<file path="src/rtl/rshift_deser_rx.sv">
// rshift_deser_rx: serial-to-parallel receiver with a one-entry valid/ready
// holding register, sticky overrun flag and optional even-parity check.
// Optional feature: define PARITY_CHECK_EN to add a trailing parity bit per
// frame (PAR state) and a sticky parity_err flag; otherwise parity_err is 0.
//
// Output handshake: data_out/data_valid form a valid/ready source. A word
// transfers on any posedge where data_valid & data_ready; data_out is held
// stable while data_valid=1 and no transfer occurs, and data_valid never
// drops without a transfer. data_ready while data_valid=0 is ignored.
module rshift_deser_rx #(
  parameter int WIDTH     = 8,
  parameter bit MSB_FIRST = 1'b1
) (
  input  logic             clk,
  input  logic             rstn,
  input  logic             sin,
  input  logic             sin_valid,
  input  logic             frame_start,
  output logic [WIDTH-1:0] data_out,
  output logic             data_valid,
  input  logic             data_ready,
  output logic             overrun,
  input  logic             overrun_clr,
  output logic             parity_err,
  output logic             busy,
  output logic [1:0]       state_dbg
);

  typedef enum logic [1:0] {
    IDLE  = 2'd0,
    SHIFT = 2'd1,
    PAR   = 2'd2
  } state_t;

  localparam int CW = $clog2(WIDTH + 1);
  localparam logic [CW-1:0] LAST_IDX = CW'(WIDTH - 1);

  state_t           state;
  logic [CW-1:0]    cnt;
  logic [WIDTH-1:0] sreg;
  logic [WIDTH-1:0] sreg_next;
  logic [WIDTH-1:0] word;
  logic             complete;
  logic             accept;
  logic             transfer;
  logic             data_bit;

  // A plain data bit (not a frame restart) arriving while a frame is open.
  assign data_bit = sin_valid && !frame_start;

  // Shift order selects which end of the word the first bit lands in.
  always_comb begin
    sreg_next = sreg;
    if (MSB_FIRST) sreg_next = {sreg[WIDTH-2:0], sin};
    else           sreg_next = {sin, sreg[WIDTH-1:1]};
  end

`ifdef PARITY_CHECK_EN
  logic par_bad;
  // Frame completes on the parity bit; the data word is already in sreg.
  assign complete = data_bit && (state == PAR);
  assign word     = sreg;
  assign par_bad  = (^sreg) != sin;
`else
  // Frame completes on the last data bit; the word includes that bit.
  assign complete = data_bit && (state == SHIFT) && (cnt == LAST_IDX);
  assign word     = sreg_next;
`endif

  assign transfer  = data_valid && data_ready;
  assign accept    = complete && (!data_valid || data_ready);
  assign busy      = (state != IDLE);
  assign state_dbg = state;

  // Frame FSM: bit collection, restart on frame_start, gaps hold state.
  always_ff @(posedge clk) begin
    if (!rstn) begin
      state <= IDLE;
      cnt   <= '0;
      sreg  <= '0;
    end else if (sin_valid) begin
      if (frame_start) begin
        // Start (or restart) a frame: this bit is bit 1.
        sreg  <= sreg_next;
        cnt   <= CW'(1);
        state <= SHIFT;
      end else begin
        case (state)
          SHIFT: begin
            sreg <= sreg_next;
            if (cnt == LAST_IDX) begin
              cnt   <= '0;
`ifdef PARITY_CHECK_EN
              state <= PAR;
`else
              state <= IDLE;
`endif
            end else begin
              cnt <= cnt + 1'b1;
            end
          end
`ifdef PARITY_CHECK_EN
          PAR: begin
            cnt   <= '0;
            state <= IDLE;
          end
`endif
          default: ;
        endcase
      end
    end
  end

  // Holding register and sticky overrun: a completed word replaces the held
  // one only if the slot is empty or being drained this cycle.
  always_ff @(posedge clk) begin
    if (!rstn) begin
      data_out   <= '0;
      data_valid <= 1'b0;
      overrun    <= 1'b0;
    end else begin
      if (accept) begin
        data_out   <= word;
        data_valid <= 1'b1;
      end else if (transfer) begin
        data_valid <= 1'b0;
      end
      if (overrun_clr)                overrun <= 1'b0;
      else if (complete && !accept)   overrun <= 1'b1;
    end
  end

`ifdef PARITY_CHECK_EN
  // Sticky parity error; the word itself is still delivered.
  always_ff @(posedge clk) begin
    if (!rstn)                      parity_err <= 1'b0;
    else if (overrun_clr)           parity_err <= 1'b0;
    else if (complete && par_bad)   parity_err <= 1'b1;
  end
`else
  assign parity_err = 1'b0;
`endif

endmodule
</file>
<file path="config.mk">
export PLATFORM = sky130hd
export DESIGN_NAME = rshift_deser_rx
export DESIGN_NICKNAME = d
export VERILOG_FILES = /design/src/rtl/rshift_deser_rx.sv
export SDC_FILE = /design/constraint.sdc
export NUM_CORES = 1
export LEC_CHECK = 0
export ABC_CLOCK_PERIOD_IN_PS = 4280
export BUFFER_PORTS_ARGS = -buffer_cell sky130_fd_sc_hd__buf_4
export CAP_MARGIN = 20
export CORE_ASPECT_RATIO = 1.2
export CORE_MARGIN = 8
export CORE_UTILIZATION = 56
export CTS_CLUSTER_SIZE = 24
export DETAILED_ROUTE_END_ITERATION = 8
export PLACE_DENSITY = 0.92
export SYNTH_ARGS = -nofsm -noshare
export SYNTH_HDL_FRONTEND = slang
export SYNTH_SLANG_ARGS = --single-unit
</file>
<file path="constraint.sdc">
create_clock -name clk -period 4.28 [get_ports clk]
set_clock_uncertainty 0.2 [all_clocks]
set_input_delay 0.642 -clock clk [delete_from_list [all_inputs] [get_ports clk]]
set_output_delay 0.642 -clock clk [all_outputs]
set_load 0.02 [all_outputs]
</file>
## Word-level counts from Yosys, hierarchy flattened

Index checks and enable logic that the tools add are counted.

| cells by class | value |
|---|---|
| bitwise gates (word level) | 1 |
| muxes and demuxes | 10 |
| add/sub/neg operators | 1 |
| equality and inequality tests | 2 |
| reductions and logical operators | 17 |

Operators by type and width:

| cell | number |
|---|---|
| 7-bit two-way mux | 2 |
| 4-bit two-way mux | 3 |
| 2-bit nonzero test | 4 |
| 1-bit logical AND | 6 |
| 2-bit two-way mux | 3 |
| 4-bit by 1-bit adder with 4-bit output, second input constant | 1 |
| 4-bit by 3-bit equality test with 1-bit output, second input constant | 1 |
| 1-bit logical NOT | 3 |
| 3-bit AND reduction | 1 |
| 2-bit by 1-bit equality test with 1-bit output, second input constant | 1 |
| 1-bit two-way mux | 2 |
| 2-bit AND reduction | 1 |
| 2-bit OR reduction | 1 |
| 1-bit logical OR | 1 |
| 1-bit NOT | 1 |

| storage, ports and cells | value |
|---|---|
| output and inout port bits | 14 |
| input port bits | 7 |
| word-level logic and storage cells | 37 |
| register bits after elaboration | 23 |

## Logic depth before layout (Yosys ltp)

| depth | value |
|---|---|
| depth after elaboration | 7 |
| mapped depth | 4 |
| depth with buffers taken out | 4 |

## Worst setup path after synthesis

OpenSTA, ideal clock, no wires.

| path | value |
|---|---|
| path kind | in2reg |
| start | in sin_valid |
| end | reg data_out[0] |
| path buffers | 1 |
| path slack | 2498 ps |
| required time | 4008 ps |
| library setup time | 72 ps |
| stages on the path | 4 |
| data arrival time | 1510 ps |
| cells stage by stage | buf_4 > nand3b_4 > nor3_4 > mux2i_1 |

| on the way | value |
|---|---|
| cells in the longest elaborated chain, start to end | 4 |

Ends and longest elaborated chain:

| what | RTL line | source |
|---|---|---|
| start, declared | 17 | `input logic sin_valid,` |
| 1-bit logical AND | 49 | `assign data_bit = sin_valid && !frame_start;` |
| 1-bit logical AND (2 in series) | 66 | `assign complete = data_bit && (state == SHIFT) && (cnt == LAST_IDX);` |
| 1-bit logical AND | 71 | `assign accept = complete && (!data_valid \|\| data_ready);` |
| end signal, assigned | 123 | `data_out <= word;` |
| end, declared | 19 | `output logic [WIDTH-1:0] data_out,` |

No other way between the ends.
A chain may end at the register's enable or synchronous reset.

## Worst setup path after layout

| path | value |
|---|---|
| start | reg state[0] (netlist: state_dbg[0]) |
| end | out busy |

| on the way | value |
|---|---|
| cells in the longest elaborated chain, start to end | 1 |

Ends and longest elaborated chain:

| what | RTL line | source |
|---|---|---|
| start, declared | 38 | `state_t state;` |
| start signal, assigned | 78 | `state <= IDLE;` |
| start signal, assigned | 86 | `state <= SHIFT;` |
| start signal, assigned | 96 | `state <= IDLE;` |
| 2-bit nonzero test | 72 | `assign busy = (state != IDLE);` |
| end, declared | 25 | `output logic busy,` |

No other way between the ends.

==> results.yml <==
critical_path:
  critPathArrivalTime_ns: 1.17
  timing.setup.critical_path_class: "reg -> out"
  crit_path_start_kind: "register"
  critical_path_required_ns: 3.44
  cp.buffers_inverters: 1
  critPathSlowestCell: "sky130_fd_sc_hd__dfxtp_1"
  timing.reg2reg.setup_slack_ns: 2.47
  worst_r2r_endpoint: "data_out[5]$_SDFFE_PN0P_"
  worst_path_dominant_cell_family: "flip-flops"
  path_cells: "buf_4"
  critical_path.reg2reg.startpoint: "state_dbg[0]$_SDFFE_PN0P_"
  end_kind: "primary output"
  cp_slowest_stage_delay_ns: 0.63
  r2r_cells: 3
  path_max_fanout: 12
synthesis:
  yosys_synthesis_warning_count: 0
  ys_ff_latch: 22
  post_synth_inst_count: 104
  post_synth_edffs: 0
  part_of_the_yosys_area_used_for_sequential_elements: 0.431
  async_flop_share: 0
  synthDistinctLibCells: 30
  synth_ff_type: "sky130_fd_sc_hd__dfxtp_1"
  mapped_area_mm2: 0.00102
  synth.avg_cell_area_um2: 9.83
drt:
  postRouteAntennaNets: 0
  drtPass1Iterations: 4
  vias: 737
  detail_routed_via_count_per_cell: 5.38
  dr.first_iter.drc_count: 11
  post-route-drc-count: 0
  postRouteWirelength_um: 1940
  detail_route.wl_per_cell_um: 14.2
clock_network:
  post_cts_hold_buffer_count: 0
  postCtsSetupBuffers: 0
  worst_setup_hold_path_clk_slew_ns: 0.11
  clock_insertion_delay_worst_skew_ns: 0.30
  tritoncts: "yes"
  cts_sinks: 22
  cts_max_level: 1
  cts_repair_resize_count: 0
  cts-root-buf: "sky130_fd_sc_hd__clkbuf_4"
  tritoncts.num_buffers: 3
  clock_path_buffers: 2
placement:
  hpwlAfterDp_um: 1500
  pre_cts_slack_ns: 2.28
  gp_routability_congestion: 0.827
  buffer_ports.inserted: 18
timing:
  final_period_minus_worst_setup_slack_ns: 2.01
  max_freq_ghz: 0.498
  setup-violations-final: 0
  tns_ns: 0
  max_slew_margin: 0.666
  setup_ws_ns: 2.27
  rsz_0062_raised_after_global_routing: "no"
  timing.final.crit_share: 0.469
  transition_time_at_the_pin_with_the_least_slew_margin_ns: 0.499
  timing.final.max_slew_violations: 0
  finalHoldViolations: 0
hold_path:
  worstHoldStart: "data_out[6]$_SDFFE_PN0P_"
  hold-path-endpoint: "data_out[6]$_SDFFE_PN0P_"
  min-delay-path-class: "reg -> reg"
  hold-path-cell-count: 2
pwr:
  cellLeakagePower_nw: 0.533
  peakVddDrop_mv: 0.227
  totalPowerFinal_mw: 0.330
  powerDensity_mw_per_mm2: 286
floorplanning:
  placementRows: 17
  floorplan.io_pins: 21
  floorplan.die_area_mm2: 0.00345
  die_x_um: 55
  initial_core_util: 0.572
  chipHeight_um: 62.8
  core_area_mm2: 0.00179
layout:
  antennaDiodeCount: 0
  layout-drive-gt1-share: 0.229
  syn2layout_area_growth_pct: 13.0
  final_nets: 128
  layout.area.seq_um2: 440
  area_of_the_multi_input_gates_um2: 522
  num-fill-cells: 156
grt:
  global_route_wire_length_before_repair_um: 3310
  busiest_layer: "met2"
  number_of_global_route_vias_before_repair: 766
  global_route.usage.met1: 0.137
  grt_antenna_before_repair: 0
  grt.met3_usage: 0.0238
  largest_net_degree_at_the_start_of_global_routing: 28
  grt.total_usage: 0.121
  grtUsageMet2: 0.205
  leftover_overflow_at_the_end_of_global_routing: 0
run_status:
  status: "completed"
job:
  max_cap_violations: 0
==> synth_stat cells (all sizes together) (2+ instances only) <==
cell type,n,area [um^2]
a21boi,2,15.0
a21oi,2,10.0
and4b,2,21.3
buf,5,41.3
clkbuf,3,11.3
dfxtp,22,440
inv,3,11.3
mux2i,15,150
nand2,21,78.8
nand3,2,10.0
nand3b,2,40.0
nor2,2,7.51
nor2b,7,43.8
o21a,2,15.0
o21ai,2,21.3
==> routing by layer <==
metal | share of wire | routed length, um
met5 | 0 | 0
met4 | 0.011 | 21
met3 | 0.041 | 80
met2 | 0.53 | 1020
met1 | 0.42 | 817
==> state kept, by name (all words and copies together) (netlist names) <==
name        cells
state_dbg       1
data_valid      1
overrun         1
cnt             4
sreg            7
data_out        8
==> logic make-up after synthesis <==
| logic type | after synthesis | synth area share |
|---|---|---|
| DFF | 22 | 0.431 |
| buffers and inverters | 11 | 0.0624 |
| AOI/OAI and AO/OA | 13 | 0.100 |
| other | 1 | 0.00367 |
| adders and majority gates | 1 | 0.0122 |
| muxes | 15 | 0.147 |
| and+or+nand+nor | 41 | 0.244 |
==> how the worst max path moves through the flow <==
stage	endpoint	depth (start not counted)	slack, ns	from
4_1_cts	busy	1	2.26	state_dbg[0]$_SDFFE_PN0P_
3_3_place_gp	data_out[3]$_SDFFE_PN0P_	4	2.33	frame_start
5_1_grt	busy	1	2.19	state_dbg[0]$_SDFFE_PN0P_
2_1_floorplan	data_out[0]$_SDFFE_PN0P_	4	2.50	sin_valid
3_5_place_dp	data_out[5]$_SDFFE_PN0P_	4	2.28	frame_start
6_report	busy	1	2.27	state_dbg[0]$_SDFFE_PN0P_
==> per-stage QoR <==
stage / area (um^2) / hold slack [ns] / util / std cells
finish: 1150 / 0.271 / 0.646 / 137
global route: 1150 / 0.293 / 0.646 / 137
CTS: 1150 / 0.270 / 0.646 / 137
detailed placement: 1130 / 0.249 / 0.634 / 134
global placement: 1130 / 0.245 / 0.634 / 134
floorplan: 1030 / 0.238 / - / 105
==> cell usage in the layout, fill, tap and decap left out, types with 2 or more instances in the layout <==
master	count
sky130_fd_sc_hd__clkbuf_4	3
sky130_fd_sc_hd__conb_1	2
sky130_fd_sc_hd__a21oi_1	2
sky130_fd_sc_hd__nand3_1	2
sky130_fd_sc_hd__mux2i_1	15
sky130_fd_sc_hd__buf_4	18
sky130_fd_sc_hd__nor2_1	2
sky130_fd_sc_hd__nor2b_1	7
sky130_fd_sc_hd__o21a_1	2
sky130_fd_sc_hd__a21boi_0	2
sky130_fd_sc_hd__inv_1	3
sky130_fd_sc_hd__nand3b_4	2
sky130_fd_sc_hd__dfxtp_1	22
sky130_fd_sc_hd__nand2_1	21
==> final cells by class <==
type / instances / area share
timing repair buffer: 18 / 0.117
tap: 19 / 0.0206
clock buffer: 3 / 0.0195
sequential: 22 / 0.381
inverter: 3 / 0.00975
multi-input combinational: 72 / 0.452
==> power by group <==
group          total, mW  internal, mW  switching (mW)
clock network     0.0903        0.0329          0.0575
logic             0.0283        0.0123          0.0161
registers          0.211         0.207         0.00411
total              0.330         0.252          0.0776
Note: power is estimated with default switching activity, not from simulation.
